**src/rtl/mem_bus_pkg.sv**
```systemverilog
// Shared types and constants for the two-port memory-bus arbiter.
package mem_bus_pkg;

    localparam int DEFAULT_ADDR_W = 32;
    localparam int DEFAULT_DATA_W = 32;

    typedef enum logic [1:0] {
        IDLE   = 2'd0,
        ACCESS = 2'd1,
        WAIT   = 2'd2,
        RESP   = 2'd3
    } arb_state_t;

    // One latched bus command; field widths follow the default bus widths.
    typedef struct packed {
        logic                      write;
        logic [DEFAULT_ADDR_W-1:0] addr;
        logic [DEFAULT_DATA_W-1:0] wdata;
    } mem_cmd_t;

endpackage

```
**src/rtl/mem_arbiter_if.sv**
```systemverilog
// Bundle of the two requester handshakes plus the mmio access port.
// The arbiter uses the slave view; requesters and the memory use the master view.
interface mem_arbiter_if #(
    parameter int ADDR_W = 32,
    parameter int DATA_W = 32
);
    logic              req0_valid;
    logic              req0_write;
    logic [ADDR_W-1:0] req0_addr;
    logic [DATA_W-1:0] req0_wdata;
    logic              req0_ready;
    logic              req0_rvalid;
    logic [DATA_W-1:0] req0_rdata;

    logic              req1_valid;
    logic              req1_write;
    logic [ADDR_W-1:0] req1_addr;
    logic [DATA_W-1:0] req1_wdata;
    logic              req1_ready;
    logic              req1_rvalid;
    logic [DATA_W-1:0] req1_rdata;

    logic              memread;
    logic              memwrite;
    logic [ADDR_W-1:0] mem_addr;
    logic [DATA_W-1:0] mem_writedata;
    logic [DATA_W-1:0] mem_readdata;

    logic              busy;
    logic              owner;

    modport slave (
        input  req0_valid, req0_write, req0_addr, req0_wdata,
        output req0_ready, req0_rvalid, req0_rdata,
        input  req1_valid, req1_write, req1_addr, req1_wdata,
        output req1_ready, req1_rvalid, req1_rdata,
        output memread, memwrite, mem_addr, mem_writedata,
        input  mem_readdata,
        output busy, owner
    );

    modport master (
        output req0_valid, req0_write, req0_addr, req0_wdata,
        input  req0_ready, req0_rvalid, req0_rdata,
        output req1_valid, req1_write, req1_addr, req1_wdata,
        input  req1_ready, req1_rvalid, req1_rdata,
        input  memread, memwrite, mem_addr, mem_writedata,
        output mem_readdata,
        input  busy, owner
    );

endinterface

```
**src/rtl/rr_arbiter2.sv**
```systemverilog
// Combinational two-way round-robin picker: on a tie the requester that
// did not win last time gets the grant.
module rr_arbiter2 (
    input  logic i_valid0,
    input  logic i_valid1,
    input  logic i_owner,
    output logic o_gnt_valid,
    output logic o_gnt_idx
);

    // Pick the lone valid requester, or the non-owner when both are valid.
    always_comb begin
        o_gnt_valid = i_valid0 | i_valid1;
        o_gnt_idx   = 1'b0;
        if (i_valid0 && i_valid1) begin
            o_gnt_idx = ~i_owner;
        end else if (i_valid1) begin
            o_gnt_idx = 1'b1;
        end
    end

endmodule

```
**src/rtl/mem_arbiter.sv**
```systemverilog
// Shares one mmio access port between two requesters, one transaction at a
// time, with round-robin choice and a fixed read latency back to the owner.
module mem_arbiter
    import mem_bus_pkg::*;
#(
    parameter int ADDR_W   = DEFAULT_ADDR_W,
    parameter int DATA_W   = DEFAULT_DATA_W,
    parameter int READ_LAT = 1
) (
    input  logic            clk,
    input  logic            reset,
    mem_arbiter_if.slave    bus
);

    localparam int CNT_W = $clog2(READ_LAT + 1);

    arb_state_t       r_state;
    mem_cmd_t         r_cmd;
    logic             r_owner;
    logic             r_memread;
    logic             r_memwrite;
    logic [1:0]       r_rvalid;
    logic [CNT_W-1:0] r_cnt;

    logic             w_gnt_valid;
    logic             w_gnt_idx;
    logic             w_accept;
    mem_cmd_t         w_sel_cmd;

    rr_arbiter2 u_rr (
        .i_valid0    (bus.req0_valid),
        .i_valid1    (bus.req1_valid),
        .i_owner     (r_owner),
        .o_gnt_valid (w_gnt_valid),
        .o_gnt_idx   (w_gnt_idx)
    );

    assign w_accept       = (r_state == IDLE) && w_gnt_valid;
    assign bus.req0_ready = w_accept && !w_gnt_idx;
    assign bus.req1_ready = w_accept && w_gnt_idx;

    // Route the winning requester's command towards the command register.
    always_comb begin
        w_sel_cmd = '0;
        if (w_gnt_idx) begin
            w_sel_cmd.write = bus.req1_write;
            w_sel_cmd.addr  = bus.req1_addr;
            w_sel_cmd.wdata = bus.req1_wdata;
        end else begin
            w_sel_cmd.write = bus.req0_write;
            w_sel_cmd.addr  = bus.req0_addr;
            w_sel_cmd.wdata = bus.req0_wdata;
        end
    end

    // Transaction FSM; strobes and rvalid are one-cycle registered pulses.
    always_ff @(posedge clk or negedge reset) begin
        if (!reset) begin
            r_state    <= IDLE;
            r_cmd      <= '0;
            r_owner    <= 1'b1;
            r_memread  <= 1'b0;
            r_memwrite <= 1'b0;
            r_rvalid   <= 2'b00;
            r_cnt      <= '0;
        end else begin
            r_memread  <= 1'b0;
            r_memwrite <= 1'b0;
            r_rvalid   <= 2'b00;
            case (r_state)
                IDLE: begin
                    if (w_accept) begin
                        r_cmd      <= w_sel_cmd;
                        r_owner    <= w_gnt_idx;
                        r_memwrite <= w_sel_cmd.write;
                        r_memread  <= !w_sel_cmd.write;
                        r_state    <= ACCESS;
                    end
                end
                ACCESS: begin
                    if (r_cmd.write) begin
                        r_state <= IDLE;
                    end else if (READ_LAT == 1) begin
                        r_state           <= RESP;
                        r_rvalid[r_owner] <= 1'b1;
                    end else begin
                        r_state <= WAIT;
                        r_cnt   <= CNT_W'(READ_LAT - 1);
                    end
                end
                WAIT: begin
                    r_cnt <= r_cnt - CNT_W'(1);
                    if (r_cnt == CNT_W'(1)) begin
                        r_state           <= RESP;
                        r_rvalid[r_owner] <= 1'b1;
                    end
                end
                RESP: begin
                    r_state <= IDLE;
                end
                default: begin
                    r_state <= IDLE;
                end
            endcase
        end
    end

    assign bus.memread       = r_memread;
    assign bus.memwrite      = r_memwrite;
    assign bus.mem_addr      = r_cmd.addr;
    assign bus.mem_writedata = r_cmd.wdata;
    assign bus.req0_rvalid   = r_rvalid[0];
    assign bus.req1_rvalid   = r_rvalid[1];
    assign bus.req0_rdata    = r_rvalid[0] ? bus.mem_readdata : '0;
    assign bus.req1_rdata    = r_rvalid[1] ? bus.mem_readdata : '0;
    assign bus.busy          = (r_state != IDLE);
    assign bus.owner         = r_owner;

endmodule

```
**src/flat_wrapper.sv**
```systemverilog
// flat-port wrapper written by rule: the top's interface ports become plain ports
module mem_arbiter_flat import mem_bus_pkg::*;
#(
    parameter int ADDR_W   = DEFAULT_ADDR_W,
    parameter int DATA_W   = DEFAULT_DATA_W,
    parameter int READ_LAT = 1
)
  (clk, reset, bus_req0_valid, bus_req0_write, bus_req0_addr, bus_req0_wdata, bus_req0_ready, bus_req0_rvalid, bus_req0_rdata, bus_req1_valid, bus_req1_write, bus_req1_addr, bus_req1_wdata, bus_req1_ready, bus_req1_rvalid, bus_req1_rdata, bus_memread, bus_memwrite, bus_mem_addr, bus_mem_writedata, bus_mem_readdata, bus_busy, bus_owner);
  mem_arbiter_if #(.ADDR_W(ADDR_W), .DATA_W(DATA_W)) bus_i ();
  input  logic clk;
  input  logic reset;
  input wire logic [$bits(bus_i.req0_valid)-1:0] bus_req0_valid;
  input wire logic [$bits(bus_i.req0_write)-1:0] bus_req0_write;
  input wire logic [$bits(bus_i.req0_addr)-1:0] bus_req0_addr;
  input wire logic [$bits(bus_i.req0_wdata)-1:0] bus_req0_wdata;
  output wire logic [$bits(bus_i.req0_ready)-1:0] bus_req0_ready;
  output wire logic [$bits(bus_i.req0_rvalid)-1:0] bus_req0_rvalid;
  output wire logic [$bits(bus_i.req0_rdata)-1:0] bus_req0_rdata;
  input wire logic [$bits(bus_i.req1_valid)-1:0] bus_req1_valid;
  input wire logic [$bits(bus_i.req1_write)-1:0] bus_req1_write;
  input wire logic [$bits(bus_i.req1_addr)-1:0] bus_req1_addr;
  input wire logic [$bits(bus_i.req1_wdata)-1:0] bus_req1_wdata;
  output wire logic [$bits(bus_i.req1_ready)-1:0] bus_req1_ready;
  output wire logic [$bits(bus_i.req1_rvalid)-1:0] bus_req1_rvalid;
  output wire logic [$bits(bus_i.req1_rdata)-1:0] bus_req1_rdata;
  output wire logic [$bits(bus_i.memread)-1:0] bus_memread;
  output wire logic [$bits(bus_i.memwrite)-1:0] bus_memwrite;
  output wire logic [$bits(bus_i.mem_addr)-1:0] bus_mem_addr;
  output wire logic [$bits(bus_i.mem_writedata)-1:0] bus_mem_writedata;
  input wire logic [$bits(bus_i.mem_readdata)-1:0] bus_mem_readdata;
  output wire logic [$bits(bus_i.busy)-1:0] bus_busy;
  output wire logic [$bits(bus_i.owner)-1:0] bus_owner;
  assign bus_i.req0_valid = bus_req0_valid;
  assign bus_i.req0_write = bus_req0_write;
  assign bus_i.req0_addr = bus_req0_addr;
  assign bus_i.req0_wdata = bus_req0_wdata;
  assign bus_req0_ready = bus_i.req0_ready;
  assign bus_req0_rvalid = bus_i.req0_rvalid;
  assign bus_req0_rdata = bus_i.req0_rdata;
  assign bus_i.req1_valid = bus_req1_valid;
  assign bus_i.req1_write = bus_req1_write;
  assign bus_i.req1_addr = bus_req1_addr;
  assign bus_i.req1_wdata = bus_req1_wdata;
  assign bus_req1_ready = bus_i.req1_ready;
  assign bus_req1_rvalid = bus_i.req1_rvalid;
  assign bus_req1_rdata = bus_i.req1_rdata;
  assign bus_memread = bus_i.memread;
  assign bus_memwrite = bus_i.memwrite;
  assign bus_mem_addr = bus_i.mem_addr;
  assign bus_mem_writedata = bus_i.mem_writedata;
  assign bus_i.mem_readdata = bus_mem_readdata;
  assign bus_busy = bus_i.busy;
  assign bus_owner = bus_i.owner;
  mem_arbiter #(.ADDR_W(ADDR_W), .DATA_W(DATA_W), .READ_LAT(READ_LAT)) u_core (.clk(clk), .reset(reset), .bus(bus_i));
endmodule
```
**config.mk**
```make
export PLATFORM = sky130hd
export DESIGN_NAME = mem_arbiter_flat
export DESIGN_NICKNAME = d
export VERILOG_FILES = /design/src/rtl/mem_bus_pkg.sv /design/src/rtl/mem_arbiter_if.sv /design/src/rtl/rr_arbiter2.sv /design/src/rtl/mem_arbiter.sv /design/src/flat_wrapper.sv
export SDC_FILE = /design/constraint.sdc
export NUM_CORES = 1
export LEC_CHECK = 0
export CAP_MARGIN = 15
export CORE_MARGIN = 3
export CORE_UTILIZATION = 35
export DETAILED_ROUTE_END_ITERATION = 10
export PLACE_DENSITY_LB_ADDON = 0.05
export SLEW_MARGIN = 15
export SYNTH_ARGS = -nofsm -noshare
export SYNTH_HDL_FRONTEND = slang
export SYNTH_HIERARCHICAL = 1
export SYNTH_SLANG_ARGS = --single-unit
```
**constraint.sdc**
```tcl
create_clock -name clk -period 1.8 [get_ports clk]
set_input_delay 0.36 -clock clk [delete_from_list [all_inputs] [get_ports clk]]
set_output_delay 0.36 -clock clk [all_outputs]
set_load 0.02 [all_outputs]
```
==> run_results.csv <==
group,metric,value,unit
cells_and_area,final_design_area_no_fill,7440,um^2
cells_and_area,final_common_cell,"clkdlybuf4s50_1",
cells_and_area,finalNonFillerCells,870,
cts,cts_max_level,3,
timing,hold_viol,0,
synthesis,syn-num-nets,623,
pwr,p_leak,3.42,nW
routing,drt_iter0_drc,121,
floorplan,row_count,40,
floorplan,fp.dieH,117,um
routing,route.detailed.drc,0,
global_routing,grt_antenna_before_repair,0,
timing,rsz0062_at_grt,"false",
synthesis,synthCells,453,
cts,clockBufferDepth,2,
timing,finalCriticalPeriod,1.78,ns
floorplan,die_x,117,um
floorplan,start_util,0.359,
pwr,powerDensity,1450,nW/um^2
synthesis,synth_area,4330,um^2
cts,clock_latency,0.33,ns
cts,cts_tree,"done",
status,status,"completed",
timing,setup_ws,0.0171,ns
worst_setup_path,r2r_start,"u_core/r_state[0]",
flow_run,maxCapViolations,0,
timing,worstMarginPinSlew,0.482,ns
floorplan,die-area,13800,um^2
cts,clockRootBuffer,"clkbuf_16",
placement,placed_area,7180,um^2
routing,drt-wirelength-per-cell,15.7,um
cts,cts_buffers,9,
min_path,worstHoldPathType,"reg2reg",
routing,viasPerCell,4.46,
worst_setup_path,required,1.44,ns
global_routing,grt_pass1_vias,3748,
timing,fmax,561,MHz
global_routing,grt_usage,0.188,
placement,place_ws,-0.382,ns
synthesis,synth.avg_cell_area,9.56,um^2
worst_setup_path,crit_arrival,1.42,ns
synthesis,yosysSeqAreaShare,0.422,
synthesis,ys_ff_latch,73,
min_path,min_to,"u_core/bus.mem_writedata[12]",
worst_setup_path,crit_path_start_kind,"primary input",
cts,clk_pin_slew_worst_paths,0.06,ns
worst_setup_path,reg2reg_depth,6,
cells_and_area,syn_to_final_growth,71.8,%
floorplan,pin_count,302,
floorplan,core_area,12100,um^2
worst_setup_path,crit_fanout,3,
cells_and_area,layout-drive-gt1-share,0.0883,
cells_and_area,layout_common_cells,"230 x clkdlybuf4s50_1, 72 x dfrtp_1, 67 x nor2_1",
routing,drtAntennaViolNets,0,
global_routing,grt_pass1_wl,20.0,mm
cts,clock_sinks,73,
routing,wirelength,13.6,mm
timing,setup_violations,0,
synthesis,synth.distinct_cells,27,
worst_setup_path,crit_type,"in2out",
placement,portBuffers,301,
timing,maxSlewHeadroom,0.678,
cells_and_area,antennaDiodeCount,0,
timing,finClkSkew,0.00863,ns
min_path,hold_start,"u_core/bus.mem_writedata[12]",
routing,first_pass_iters,4,
min_path,hold_depth,2,
global_routing,grt_overflow_total,0,
timing,maxSlewViolCount,0,
placement,hpwl,11.2,mm
global_routing,grt_start_max_net_pins,40,
synthesis,yosysWarnings,6,
routing,num_vias,3878,
worst_setup_path,worst-r2r-setup-slack,0.13,ns
placement,dp.cells,852,
worst_setup_path,endpoint_kind,"primary output",
worst_setup_path,reg2reg_to,"u_core/r_state[1]",
placement,gp_congestion,0.774,
cells_and_area,final_nets,867,
timing,min_period_over_period,0.990,
pwr,peakVddDrop,0.811,mV
synthesized netlist by cell type:
| cell type | n | area (um^2) |
|---|---|---|
| buf_4 | 68 | 510 |
| and2_1 | 65 | 407 |
| inv_2 | 1 | 3.75 |
| and3b_1 | 1 | 8.76 |
| a21boi_1 | 1 | 7.51 |
| a21oi_1 | 58 | 290 |
| o32a_1 | 1 | 10.0 |
| dfstp_2 | 1 | 26.3 |
| clkbuf_1 | 6 | 22.5 |
| or2_1 | 1 | 6.26 |
| a221oi_1 | 1 | 8.76 |
| ha_1 | 4 | 50.1 |
| dfrtp_1 | 72 | 1800 |
| a21oi_2 | 8 | 70.1 |
| nand2_1 | 1 | 3.75 |
| nor2_1 | 68 | 255 |
| a221o_1 | 1 | 10.0 |
| xor2_1 | 1 | 8.76 |
| nor2b_1 | 2 | 12.5 |
| mux2_4 | 1 | 15.0 |
| mux2_1 | 1 | 11.3 |
| mux2i_1 | 65 | 651 |
| nor3b_1 | 1 | 7.51 |
| inv_1 | 4 | 15.0 |
| and3_1 | 1 | 6.26 |
| buf_2 | 16 | 80.1 |
| buf_6 | 3 | 33.8 |
worst max-delay path, cell delays in order:
cell	delay (ns)
clkdlybuf4s50_1	0.46
or2_1	0.26
and3_1	0.19
buf_4	0.15
per-layer routing:
layer | global-route usage | part of all wire
met3 | 0.0571 | 0.098
met4 | 0.0581 | 0.021
met2 | 0.354 | 0.54
met5 | 0 | 0
met1 | 0.200 | 0.34
metrics by stage:
stage | TNS (ns) | utilization | hold WS (ns) | power, W
floorplan | 0 | - | 0.0644 | 0.00700
detailed placement | -23.54 | 0.596 | 0.352 | 0.00917
CTS | 0 | 0.616 | 0.515 | 0.0110
finish | 0 | 0.617 | 0.516 | 0.0108
global route | 0 | 0.617 | 0.541 | 0.0115
global placement | -21.08 | 0.596 | 0.350 | 0.00904
registers in the layout, summed over array words and instances (netlist names):
name,cells
u_core/bus.mem_addr,32
u_core/bus.owner,1
u_core/bus.memwrite,1
u_core/bus.memread,1
u_core/r_state,2
u_core/r_cmd,1
u_core/r_rvalid,2
u_core/r_cnt,1
u_core/bus.mem_writedata,32
cell families (layout without fill, tap and decap cells):
kind of cell    Yosys count  after routing  share of synthesized area
compound gates           70             70                     0.0915
mux                      67             67                      0.156
flops                    73             73                      0.422
simple gates            140            140                      0.163
xor+xnor                  1              1                    0.00202
buf+inv                  98            347                      0.154
fa+ha+maj                 4              4                     0.0116
cell type report:
cell class / instances / area (um^2)
fill: 1085 / 4620
timing repair buffer: 326 / 3210
clock inverter: 6 / 90.1
tap: 168 / 210
clock buffer: 10 / 229
sequential: 73 / 1830
inverter: 5 / 18.8
multi-input combinational: 282 / 1860
what timing repair did:
| item | 4_1_cts | 5_1_grt |
|---|---|---|
| hold buffers | 1 | 0 |
| hold endpoints to repair | 1 | 0 |
| resized for setup | 75 | 7 |
| endpoints found under the setup margin | 66 | 35 |
| setup buffers | 1 | 0 |
| pin swaps | 1 | 2 |
where the power goes:
group	total [W]	internal (W)	switching, W
sequential	0.00287	0.00245	0.000426
clock	0.00190	0.00122	0.000684
combinational	0.00605	0.00292	0.00313
worst max path at each step:
stage / startpoint / end / slack, ns
2_1_floorplan: u_core/bus.owner / bus_req0_ready / 0.02
3_3_place_gp: bus_req0_valid / bus_req0_ready / -0.37
3_5_place_dp: bus_req0_valid / bus_req0_ready / -0.38
4_1_cts: bus_req0_valid / bus_req1_ready / 0.02
5_1_grt: u_core/r_rvalid[1] / bus_req1_rdata[25] / 0.001
6_report: bus_req0_valid / bus_req1_ready / 0.02
Note: power is estimated with default switching activity, not from simulation.
